**config.mk**
```make
export PLATFORM = sky130hd
export DESIGN_NAME = charging_counter_pipe
export DESIGN_NICKNAME = d
export VERILOG_FILES = /design/src/rtl/charging_pkg.sv /design/src/rtl/charging_fwd_hist.sv /design/src/rtl/charging_counter_pipe.sv
export SDC_FILE = /design/constraint.sdc
export NUM_CORES = 2
export LEC_CHECK = 0
export BUFFER_PORTS_ARGS = -buffer_cell sky130_fd_sc_hd__buf_2
export CAP_MARGIN = 0
export CORE_AREA = 2 2 534 536
export DETAILED_ROUTE_END_ITERATION = 16
export DIE_AREA = 0 0 536 538
export SLEW_MARGIN = 0
export SYNTH_ARGS = -nofsm -noshare
export SYNTH_HDL_FRONTEND = slang
export SYNTH_SLANG_ARGS = --single-unit
```
**constraint.sdc**
```tcl
create_clock -name asclk -period 18.6 [get_ports asclk]
set_input_delay 5.58 -clock asclk [delete_from_list [all_inputs] [get_ports asclk]]
set_output_delay 5.58 -clock asclk [all_outputs]
set_load 0.005 [all_outputs]
```
**src/rtl/charging_pkg.sv**
```systemverilog
`default_nettype none
// ============================================================================
//  Module   : charging_pkg
//  Purpose  : Counter-record layout, policy codes and record pack/unpack
//             helpers shared by the charging pipeline.
//  Revision : 1.0 - initial release
// ============================================================================
package charging_pkg;

    localparam int REC_W = 512;
    localparam int RPT_W = 22;
    localparam int FLD_W = 48;

    // Bit offsets inside the 512-bit counter record
    localparam int QUO_EN_LSB   = 0;
    localparam int QUO_HOST_BIT = 3;
    localparam int QUO_TOT_LSB  = 8;
    localparam int QUO_UL_LSB   = 56;
    localparam int QUO_DL_LSB   = 104;
    localparam int THR_EN_LSB   = 152;
    localparam int THR_HOST_BIT = 155;
    localparam int THR_TOT_LSB  = 160;
    localparam int THR_UL_LSB   = 208;
    localparam int THR_DL_LSB   = 256;
    localparam int CNT_UL_LSB   = 304;
    localparam int CNT_DL_LSB   = 352;
    localparam int LAST_TS_LSB  = 464;

    localparam int POLICY_W = 3;
    localparam logic [POLICY_W-1:0] POLICY_DROP = 3'd1;
    localparam logic [POLICY_W-1:0] POLICY_HOST = 3'd2;
    localparam logic [POLICY_W-1:0] POLICY_PASS = 3'd4;

    typedef struct packed {
        logic [2:0]       quo_en;
        logic             quo_host;
        logic [FLD_W-1:0] quo_tot;
        logic [FLD_W-1:0] quo_ul;
        logic [FLD_W-1:0] quo_dl;
        logic [2:0]       thr_en;
        logic             thr_host;
        logic [FLD_W-1:0] thr_tot;
        logic [FLD_W-1:0] thr_ul;
        logic [FLD_W-1:0] thr_dl;
        logic [FLD_W-1:0] cnt_ul;
        logic [FLD_W-1:0] cnt_dl;
        logic [FLD_W-1:0] last_ts;
    } rec_t;

    function automatic rec_t unpack_record(input logic [REC_W-1:0] raw);
        rec_t r;
        r.quo_en   = raw[QUO_EN_LSB +: 3];
        r.quo_host = raw[QUO_HOST_BIT];
        r.quo_tot  = raw[QUO_TOT_LSB +: FLD_W];
        r.quo_ul   = raw[QUO_UL_LSB +: FLD_W];
        r.quo_dl   = raw[QUO_DL_LSB +: FLD_W];
        r.thr_en   = raw[THR_EN_LSB +: 3];
        r.thr_host = raw[THR_HOST_BIT];
        r.thr_tot  = raw[THR_TOT_LSB +: FLD_W];
        r.thr_ul   = raw[THR_UL_LSB +: FLD_W];
        r.thr_dl   = raw[THR_DL_LSB +: FLD_W];
        r.cnt_ul   = raw[CNT_UL_LSB +: FLD_W];
        r.cnt_dl   = raw[CNT_DL_LSB +: FLD_W];
        r.last_ts  = raw[LAST_TS_LSB +: FLD_W];
        return r;
    endfunction

    // Overlays the struct fields onto base so that unlisted bits survive.
    function automatic logic [REC_W-1:0] pack_record(input logic [REC_W-1:0] base,
                                                     input rec_t r);
        logic [REC_W-1:0] raw;
        raw = base;
        raw[QUO_EN_LSB +: 3]      = r.quo_en;
        raw[QUO_HOST_BIT]         = r.quo_host;
        raw[QUO_TOT_LSB +: FLD_W] = r.quo_tot;
        raw[QUO_UL_LSB +: FLD_W]  = r.quo_ul;
        raw[QUO_DL_LSB +: FLD_W]  = r.quo_dl;
        raw[THR_EN_LSB +: 3]      = r.thr_en;
        raw[THR_HOST_BIT]         = r.thr_host;
        raw[THR_TOT_LSB +: FLD_W] = r.thr_tot;
        raw[THR_UL_LSB +: FLD_W]  = r.thr_ul;
        raw[THR_DL_LSB +: FLD_W]  = r.thr_dl;
        raw[CNT_UL_LSB +: FLD_W]  = r.cnt_ul;
        raw[CNT_DL_LSB +: FLD_W]  = r.cnt_dl;
        raw[LAST_TS_LSB +: FLD_W] = r.last_ts;
        return raw;
    endfunction

    function automatic logic [POLICY_W-1:0] policy_of(input logic exceed, input logic host);
        if (!exceed)   return POLICY_PASS;
        else if (host) return POLICY_HOST;
        else           return POLICY_DROP;
    endfunction

endpackage
`default_nettype wire

```
**src/rtl/charging_fwd_hist.sv**
```systemverilog
`default_nettype none
// ============================================================================
//  Module   : charging_fwd_hist
//  Purpose  : Write-back history for read-after-write forwarding. Holds the
//             live stage-C write plus the DEPTH previous cycles of writes and
//             returns the youngest record matching the lookup id.
//  Revision : 1.0 - initial release
// ============================================================================
module charging_fwd_hist
    import charging_pkg::*;
#(
    parameter int ID_W  = 14,
    parameter int DEPTH = 2
) (
    input  logic             asclk,
    input  logic             aresetn,
    input  logic             wr_en,
    input  logic [ID_W-1:0]  wr_id,
    input  logic [REC_W-1:0] wr_rec,
    input  logic [ID_W-1:0]  lk_id,
    output logic             hit,
    output logic [REC_W-1:0] hit_rec
);

    logic [DEPTH-1:0] r_vld;
    logic [ID_W-1:0]  r_id  [0:DEPTH-1];
    logic [REC_W-1:0] r_rec [0:DEPTH-1];

    // Valid bits shift once per cycle (window is in cycles, not writes); cleared on reset
    always_ff @(posedge asclk) begin
        if (!aresetn) begin
            r_vld <= '0;
        end else begin
            r_vld <= {r_vld[DEPTH-2 >= 0 ? DEPTH-2 : 0:0], wr_en} & {DEPTH{1'b1}};
        end
    end

    // Id/record payload shifts alongside the valid bits
    always_ff @(posedge asclk) begin
        r_id[0]  <= wr_id;
        r_rec[0] <= wr_rec;
        for (int k = 1; k < DEPTH; k++) begin
            r_id[k]  <= r_id[k-1];
            r_rec[k] <= r_rec[k-1];
        end
    end

    // Oldest-to-youngest scan so the youngest match wins; live write is youngest
    always_comb begin
        hit     = 1'b0;
        hit_rec = '0;
        for (int k = DEPTH-1; k >= 0; k--) begin
            if (r_vld[k] && (r_id[k] == lk_id)) begin
                hit     = 1'b1;
                hit_rec = r_rec[k];
            end
        end
        if (wr_en && (wr_id == lk_id)) begin
            hit     = 1'b1;
            hit_rec = wr_rec;
        end
    end

endmodule
`default_nettype wire

```
**src/rtl/charging_counter_pipe.sv**
```systemverilog
`default_nettype none
// ============================================================================
//  Module   : charging_counter_pipe
//  Purpose  : Fully pipelined per-flow volume charging engine. One descriptor
//             per cycle; same-id hazards resolved by forwarding, no stalls.
//  Revision : 1.0 - initial release
// ============================================================================
module charging_counter_pipe
    import charging_pkg::*;
#(
    parameter int ID_W   = 14,
    parameter int LEN_W  = 16,
    parameter int PID_W  = 96,
    parameter int VOL_W  = 48,
    parameter int TS_W   = 24,
    parameter int RD_LAT = 2
) (
    input  logic                                   asclk,
    input  logic                                   aresetn,
    input  logic [TS_W-1:0]                        timer,
    input  logic [2+ID_W+PID_W+LEN_W-1:0]          in_data,
    input  logic                                   in_valid,
    output logic                                   in_ready,
    output logic                                   mem_rd_en,
    output logic [ID_W-1:0]                        mem_rd_addr,
    input  logic [REC_W-1:0]                       mem_rd_data,
    output logic                                   mem_wr_en,
    output logic [ID_W-1:0]                        mem_wr_addr,
    output logic [REC_W-1:0]                       mem_wr_data,
    input  logic                                   out_afull,
    output logic                                   out_valid,
    output logic [1+RPT_W+1+3+PID_W+LEN_W-1:0]     out_data
);

    localparam int OUT_W = 1 + RPT_W + 1 + POLICY_W + PID_W + LEN_W;

    typedef struct packed {
        logic             ul;
        logic             cnt_en;
        logic [ID_W-1:0]  id;
        logic [PID_W-1:0] pid;
        logic [LEN_W-1:0] len;
    } desc_t;

    // Saturating decrement: returns {exceed, new volume}
    function automatic logic [VOL_W:0] charge(input logic [VOL_W-1:0] vol,
                                              input logic [LEN_W-1:0] len,
                                              input logic             apply);
        logic [VOL_W-1:0] len_x;
        len_x = VOL_W'(len);
        if (!apply)          return {1'b0, vol};
        else if (vol < len_x) return {1'b1, {VOL_W{1'b0}}};
        else                 return {1'b0, vol - len_x};
    endfunction

    desc_t            w_in;
    logic             w_pop;
    desc_t            r_desc [0:RD_LAT];
    logic [RD_LAT:0]  r_vld;
    desc_t            w_m;
    logic             w_m_vld;
    logic             w_hit;
    logic [REC_W-1:0] w_hit_rec;
    logic [REC_W-1:0] w_src;
    rec_t             w_cur;
    rec_t             w_nxt;
    logic [2:0]       w_qx;
    logic [2:0]       w_tx;
    logic [2:0]       w_qpol;
    logic [2:0]       w_tpol;
    logic [2:0]       w_pol;
    logic [RPT_W-1:0] w_rpt;
    logic [OUT_W-1:0] w_out;
    logic [REC_W-1:0] w_wr_rec;

    logic             r_c_valid;
    logic             r_c_wr;
    logic [ID_W-1:0]  r_c_id;
    logic [REC_W-1:0] r_c_rec;
    logic [OUT_W-1:0] r_c_out;
    logic             r_out_valid;
    logic [OUT_W-1:0] r_out_data;

    assign w_in     = in_data;
    assign w_pop    = in_valid & ~out_afull;
    assign in_ready = w_pop;

    // Stage A capture plus RD_LAT-deep descriptor delay to meet returning RAM data
    always_ff @(posedge asclk) begin
        if (!aresetn) begin
            r_vld     <= '0;
            r_desc[0] <= '0;
        end else begin
            r_vld <= {r_vld[RD_LAT-1:0], w_pop};
            if (w_pop) begin
                r_desc[0] <= w_in;
            end
            for (int k = 1; k <= RD_LAT; k++) begin
                r_desc[k] <= r_desc[k-1];
            end
        end
    end

    assign mem_rd_en   = r_vld[0] & r_desc[0].cnt_en;
    assign mem_rd_addr = r_desc[0].id;

    assign w_m     = r_desc[RD_LAT];
    assign w_m_vld = r_vld[RD_LAT];

    charging_fwd_hist #(
        .ID_W  (ID_W),
        .DEPTH (RD_LAT)
    ) u_hist (
        .asclk   (asclk),
        .aresetn (aresetn),
        .wr_en   (r_c_wr),
        .wr_id   (r_c_id),
        .wr_rec  (r_c_rec),
        .lk_id   (w_m.id),
        .hit     (w_hit),
        .hit_rec (w_hit_rec)
    );

    assign w_src = w_hit ? w_hit_rec : mem_rd_data;

    // Merge-cycle compute: decrement volumes, bump direction count, derive policy and report
    always_comb begin
        w_cur = unpack_record(w_src);
        w_nxt = w_cur;
        {w_qx[0], w_nxt.quo_tot} = charge(w_cur.quo_tot, w_m.len, w_cur.quo_en[0]);
        {w_qx[1], w_nxt.quo_ul}  = charge(w_cur.quo_ul,  w_m.len, w_cur.quo_en[1] &  w_m.ul);
        {w_qx[2], w_nxt.quo_dl}  = charge(w_cur.quo_dl,  w_m.len, w_cur.quo_en[2] & ~w_m.ul);
        {w_tx[0], w_nxt.thr_tot} = charge(w_cur.thr_tot, w_m.len, w_cur.thr_en[0]);
        {w_tx[1], w_nxt.thr_ul}  = charge(w_cur.thr_ul,  w_m.len, w_cur.thr_en[1] &  w_m.ul);
        {w_tx[2], w_nxt.thr_dl}  = charge(w_cur.thr_dl,  w_m.len, w_cur.thr_en[2] & ~w_m.ul);
        if (w_m.ul) begin
            w_nxt.cnt_ul = w_cur.cnt_ul + FLD_W'(1);
        end else begin
            w_nxt.cnt_dl = w_cur.cnt_dl + FLD_W'(1);
        end
        w_nxt.last_ts = FLD_W'(timer);
        w_wr_rec = pack_record(w_src, w_nxt);

        w_qpol = policy_of(|w_qx, w_cur.quo_host);
        w_tpol = policy_of(|w_tx, w_cur.thr_host);
        w_pol  = (w_qpol < w_tpol) ? w_qpol : w_tpol;
        w_rpt  = {2'b00, w_cur.thr_en, w_cur.quo_en, w_m.id};
        if (!w_m.cnt_en) begin
            w_pol = POLICY_PASS;
            w_rpt = {8'h00, w_m.id};
        end
        w_out = {w_m.cnt_en, w_rpt, w_m.ul, w_pol, w_m.pid, w_m.len};
    end

    // Stage C: registered write-back and annotated descriptor
    always_ff @(posedge asclk) begin
        if (!aresetn) begin
            r_c_valid <= 1'b0;
            r_c_wr    <= 1'b0;
            r_c_id    <= '0;
            r_c_rec   <= '0;
            r_c_out   <= '0;
        end else begin
            r_c_valid <= w_m_vld;
            r_c_wr    <= w_m_vld & w_m.cnt_en;
            if (w_m_vld) begin
                r_c_out <= w_out;
            end
            if (w_m_vld && w_m.cnt_en) begin
                r_c_id  <= w_m.id;
                r_c_rec <= w_wr_rec;
            end
        end
    end

    assign mem_wr_en   = r_c_wr;
    assign mem_wr_addr = r_c_id;
    assign mem_wr_data = r_c_rec;

    // Output register toward the egress FIFO
    always_ff @(posedge asclk) begin
        if (!aresetn) begin
            r_out_valid <= 1'b0;
            r_out_data  <= '0;
        end else begin
            r_out_valid <= r_c_valid;
            if (r_c_valid) begin
                r_out_data <= r_c_out;
            end
        end
    end

    assign out_valid = r_out_valid;
    assign out_data  = r_out_data;

endmodule
`default_nettype wire

```
After elaboration in Yosys (flattened, before gate mapping) --
Memory sizes are Yosys's and may differ from the RTL's. Cells that the tools add are included.
Operators by class: $add $sub $neg 8, magnitude comparators 7, equal/unequal tests 4, multiplexer cells 34, bitwise gates (word level) 10, reduce and logical (&&, ||, !) cells 7
Operators with widths (count):
- 464-bit two-way mux | 4
- 49-bit two-way mux | 12
- 48-bit by 16-bit less-than comparator with 1-bit output | 6
- 48-bit by 16-bit subtractor with 48-bit output | 6
- 128-bit two-way mux | 1
- 48-bit by 1-bit adder with 48-bit output, second input constant | 2
- 48-bit two-way mux | 2
- 14-bit equality test | 3
- 20-bit two-way mux | 1
- 3-bit two-way mux | 4
- 1-bit two-way mux | 8
- 1-bit AND | 7
- 3-bit OR reduction | 2
- 1-bit logical AND | 4
- 2-bit two-way mux | 2
- 3-bit less-than comparator | 1
- 2-bit inequality test, second input constant | 1
- 1-bit NOT | 2
- 2-bit AND reduction | 1
- 1-bit OR | 1
Word-level totals: bits in registers 788, RAM bits 1436, bits of input ports 668, output and inout port bits 683, word-level logic and storage cells 83, memories kept 3
Memory list:
- u_hist.r_rec | depth 2, width 512, read ports 2, clocked after memory_dff 0, write ports 2, RTL line charging_fwd_hist.sv:27 | logic [REC_W-1:0] r_rec [0:DEPTH-1];
- r_desc | depth 3, width 128, read ports 3, clocked after memory_dff 0, write ports 3, RTL line charging_counter_pipe.sv:58 | desc_t r_desc [0:RD_LAT];
- u_hist.r_id | depth 2, width 14, read ports 2, clocked after memory_dff 0, write ports 2, RTL line charging_fwd_hist.sv:26 | logic [ID_W-1:0] r_id [0:DEPTH-1];

Longest topological paths before layout --
An unclocked memory read counts as a cell.
depth after elaboration 15, depth in mapped cells 40, depth with buffers taken out 28

Modules after synthesis --
A second synthesis with hierarchy kept.
Unflattened totals: cell total of the unflattened synthesis 9803, area total of the unflattened synthesis 94321.7 um^2
Modules (own cells, without submodules):
- charging_counter_pipe | times used 1, cells an instance 5676, area each 57495.1 um^2, seq. area each 27186.1 um^2
- charging_fwd_hist | times used 1, cells an instance 4127, area each 36826.6 um^2, seq. area each 21100.2 um^2

Worst setup path before layout --
Ideal clock, no wire load.
path kind input-to-reg, start point input port in_valid, end point memory r_desc[0][0] (netlist name) (enable), setup time 0.792 ns, arrival time 14.573 ns, required time 17.808 ns, path slack 3.235 ns, cell stages on the path 2, path buffers 0, cells stage by stage inv_1 > o21ai_0
RTL lines:
- start, declared | RTL line charging_counter_pipe.sv:22 | input logic in_valid,
- end, declared | RTL line charging_counter_pipe.sv:58

Worst setup path in the final report --
start point input port in_valid, end point output port in_ready
Between the ends: longest elaborated chain between the ends 1
Ends and longest elaborated chain:
- 1-bit AND | RTL line charging_counter_pipe.sv:85 | assign w_pop = in_valid & ~out_afull;
- end, declared | RTL line charging_counter_pipe.sv:23 | output logic in_ready,
Every way passes these cells.

==> out/metrics.yaml <==
clocking:
  holdBufCountCts: 0
  clk_transition_reported_paths_ps: 60
  cts_made_buffers: 232
  htree_num_levels: 4
  clkLatencyLatePin_ps: 920
  cts.repair.resized: 0
  cts.sink_count: 2124
  clock_tree.root_cell: "sky130_fd_sc_hd__clkbuf_16"
  post_cts.repair.setup_buffers: 0
  tritoncts_clock_tree: "done"
  cts.path.max_buffers: 4
pwr:
  power.leakage_nw: 41.9
  power_density_over_the_cells_nw_per_um2: 101
  peakVddDrop_mv: 0.0962
  totalPowerFinal_mw: 10.2
routing:
  via_count: 69100
  post_drt_via_cell_ratio: 5.01
  final_routed_wirelength_across_all_metal_layers_mm: 354
  drtPass1Iterations: 6
  dr.first_iter.drc_count: 5326
  post-route-drc-count: 0
  drtAntennaViolNets: 0
  drt-wirelength-per-cell_um: 25.7
floorplanning:
  start_util: 0.295
  design.core.area_um2: 283000
  ios: 1351
  die-width_um: 536
  die-area_um2: 288000
  dieHeight_um: 538
  number_of_placement_rows: 196
layout:
  number_of_standard_cells_in_the_final_layout_excluding_fillers: 13800
  final_cell_mix: "1738 x sky130_fd_sc_hd__dfxtp_1, 1275 x sky130_fd_sc_hd__buf_2, 1258 x sky130_fd_sc_hd__nand2_1"
  nFillCells: 28900
  multi_input_comb_area_um2: 34700
  postLayoutCellArea_um2: 102000
  post_route_cells_drive_above_1_share: 0.197
  area_delta_synth_final_pct: 21.7
  final_common_cell: "sky130_fd_sc_hd__dfxtp_1"
  nNetsFinal: 10500
  footprint_of_the_flip_flops_and_latches_um2: 46400
synth:
  post_synth_mux_area_share: 0.0535
  synth-seq-area-share: 0.554
  post_synth_design_cell_area_um2: 83700
  synthesis.area_per_instance_um2: 9.69
  ys_warn_count: 0
  synth_top_family_by_area: "simple AND/OR/NAND/NOR gates"
  synth_largest_type_area_fraction: 0.416
  synth-simple-area-share: 0.166
  post_synth_xor_xnor_area: 0.0358
  dominantRegCellSynth: "sky130_fd_sc_hd__dfxtp_1"
  syn-instance-count: 8636
  async_flop_share: 0
  synth_cell_type_count: 102
  synthTopCellsByArea: "sky130_fd_sc_hd__dfxtp_1 42%, sky130_fd_sc_hd__edfxtp_1 14%, sky130_fd_sc_hd__nand2_1 5.7%"
  synth_compound_gate_area_share: 0.138
  synth_edf_count: 384
  post-synth-top-area-cell: "sky130_fd_sc_hd__dfxtp_1"
  post_synth_fa_ha_maj_area_fraction: 0.0164
  yosys_register_bits: 2124
run:
  timing.max_cap.violations: 0
global_routing:
  grt_first_pass_wirelength_mm: 487
  grt_usage: 0.234
  number_of_global_route_vias_before_repair: 64800
  initial_antenna_violation_count: 133
  grt_remaining_overflow: 0
  grt_max_degree: 175
placed_design:
  post-dp-hpwl_mm: 259
  routabilityCongestion: 0.926
  dpl.cell_count: 13300
  numPortBuffers: 1276
  dpl_cell_area_um2: 93600
setup_path:
  critPathCapture: "in_ready"
  reg2reg_depth: 28
  cp-start-kind: "primary input"
  worstPathArrival_ps: 6050
  worst-r2r-setup-slack_ps: 9020
  worstSetupStartpoint: "in_valid"
  critPathRequiredTime_ps: 13020
  r2r-end: "r_c_out[112]"
  crit_type: "in2out"
  crit_path_max_fanout: 3
  worstReg2RegStart: "r_desc[0][374]"
  cp-end-kind: "primary output"
status:
  outcome: "finished clean"
timing:
  period_needed_ps: 11630
  final-setup-viol-count: 0
  fmax_mhz: 86.0
  clock_skew_ps: 90.1
  whs_ps: 312
  worst_pin_slew_ps: 1230
  max_slew_margin: 0.175
  post-route-period-util: 0.625
  rsz0062_at_grt: "no"
  final-hold-violation-count: 0
  fin_tns_setup_ps: 0
  timing.final.max_slew_violations: 0
min_path:
  hold_start: "u_hist.r_rec[0][176]"
  count_of_cells_along_the_worst_hold_path: 0
  min_path_type: "reg2reg"
==> layout make-up <==
type                            instances  share of cell area
Antenna cell                          101             0.00248
Inverter                               85             0.00321
Tap cell                             3762              0.0462
Clock buffer                          321              0.0651
Multi-Input combinational cell       5868               0.341
Clock inverter                        110              0.0127
Sequential cell                      2124               0.455
Timing Repair Buffer                 1418              0.0743
==> synthesized netlist by cell type (86+ instances only) <==
| cell | n |
|---|---|
| sky130_fd_sc_hd__clkbuf_1 | 361 |
| sky130_fd_sc_hd__dfxtp_1 | 1740 |
| sky130_fd_sc_hd__o21ai_0 | 654 |
| sky130_fd_sc_hd__nand2_1 | 1263 |
| sky130_fd_sc_hd__xnor2_1 | 187 |
| sky130_fd_sc_hd__a211oi_1 | 119 |
| sky130_fd_sc_hd__a21oi_1 | 496 |
| sky130_fd_sc_hd__and2_1 | 185 |
| sky130_fd_sc_hd__ha_1 | 100 |
| sky130_fd_sc_hd__o211ai_1 | 86 |
| sky130_fd_sc_hd__mux2i_1 | 429 |
| sky130_fd_sc_hd__edfxtp_1 | 384 |
| sky130_fd_sc_hd__nor3_1 | 140 |
| sky130_fd_sc_hd__nand3_1 | 334 |
| sky130_fd_sc_hd__xor2_1 | 137 |
| sky130_fd_sc_hd__nor2_1 | 751 |
==> metal layers <==
metal | vias up | share of wire | global-route usage | wire, um
li1 | 32600 | - | - | -
met1 | 33000 | 0.39 | 0.273 | 138000
met2 | 2728 | 0.45 | 0.375 | 161000
met3 | 677 | 0.094 | 0.0761 | 33500
met4 | 60 | 0.063 | 0.140 | 22200
met5 | - | 0.0011 | 0 | 384
==> through the flow <==
stage               setup slack (ps)   util
floorplan                       3230      -
CTS                             6950  0.359
detailed placement              6430  0.331
finish                          6970  0.359
global placement                6460  0.331
global route                    6900  0.359
==> worst min-delay path by stage <==
stage | end
after floorplan | u_hist.r_rec[0][691]
after global placement | u_hist.r_rec[0][539]
after detailed placement | u_hist.r_rec[0][572]
after CTS | u_hist.r_rec[0][688]
after global routing | u_hist.r_rec[0][688]
final | u_hist.r_rec[0][688]
==> report_power, final <==
part,total [mW],switching [mW],leakage (nW),internal [mW]
combinational,0.634,0.389,20.1,0.245
sequential,4.83,0.0477,17.9,4.78
clock,4.78,2.02,3.86,2.76
total,10.2,2.45,41.9,7.79
==> state kept, by name, summed over array words and instances, names as in the netlist <==
register      flops
mem_wr_data     488
r_c_out         137
mem_wr_addr      14
mem_wr_en         1
u_hist.r_rec    928
out_data        137
u_hist.r_id      28
u_hist.r_vld      2
out_valid         1
r_desc          384
r_vld             3
r_c_valid         1
==> worst max-delay path, cell delays in order <==
cell                     delay, ps
sky130_fd_sc_hd__buf_2          80
sky130_fd_sc_hd__inv_1          70
sky130_fd_sc_hd__nor2_1        110
sky130_fd_sc_hd__buf_2         210
==> cells by family after synthesis <==
| kind of cell | after synthesis |
|---|---|
| mux | 445 |
| simple gates | 3066 |
| xor+xnor | 331 |
| flops | 2124 |
| compound gates | 1894 |
| fa+ha+maj | 106 |
| other cells | 1 |
| buf+inv | 669 |
Note: power is estimated with default switching activity, not from simulation.
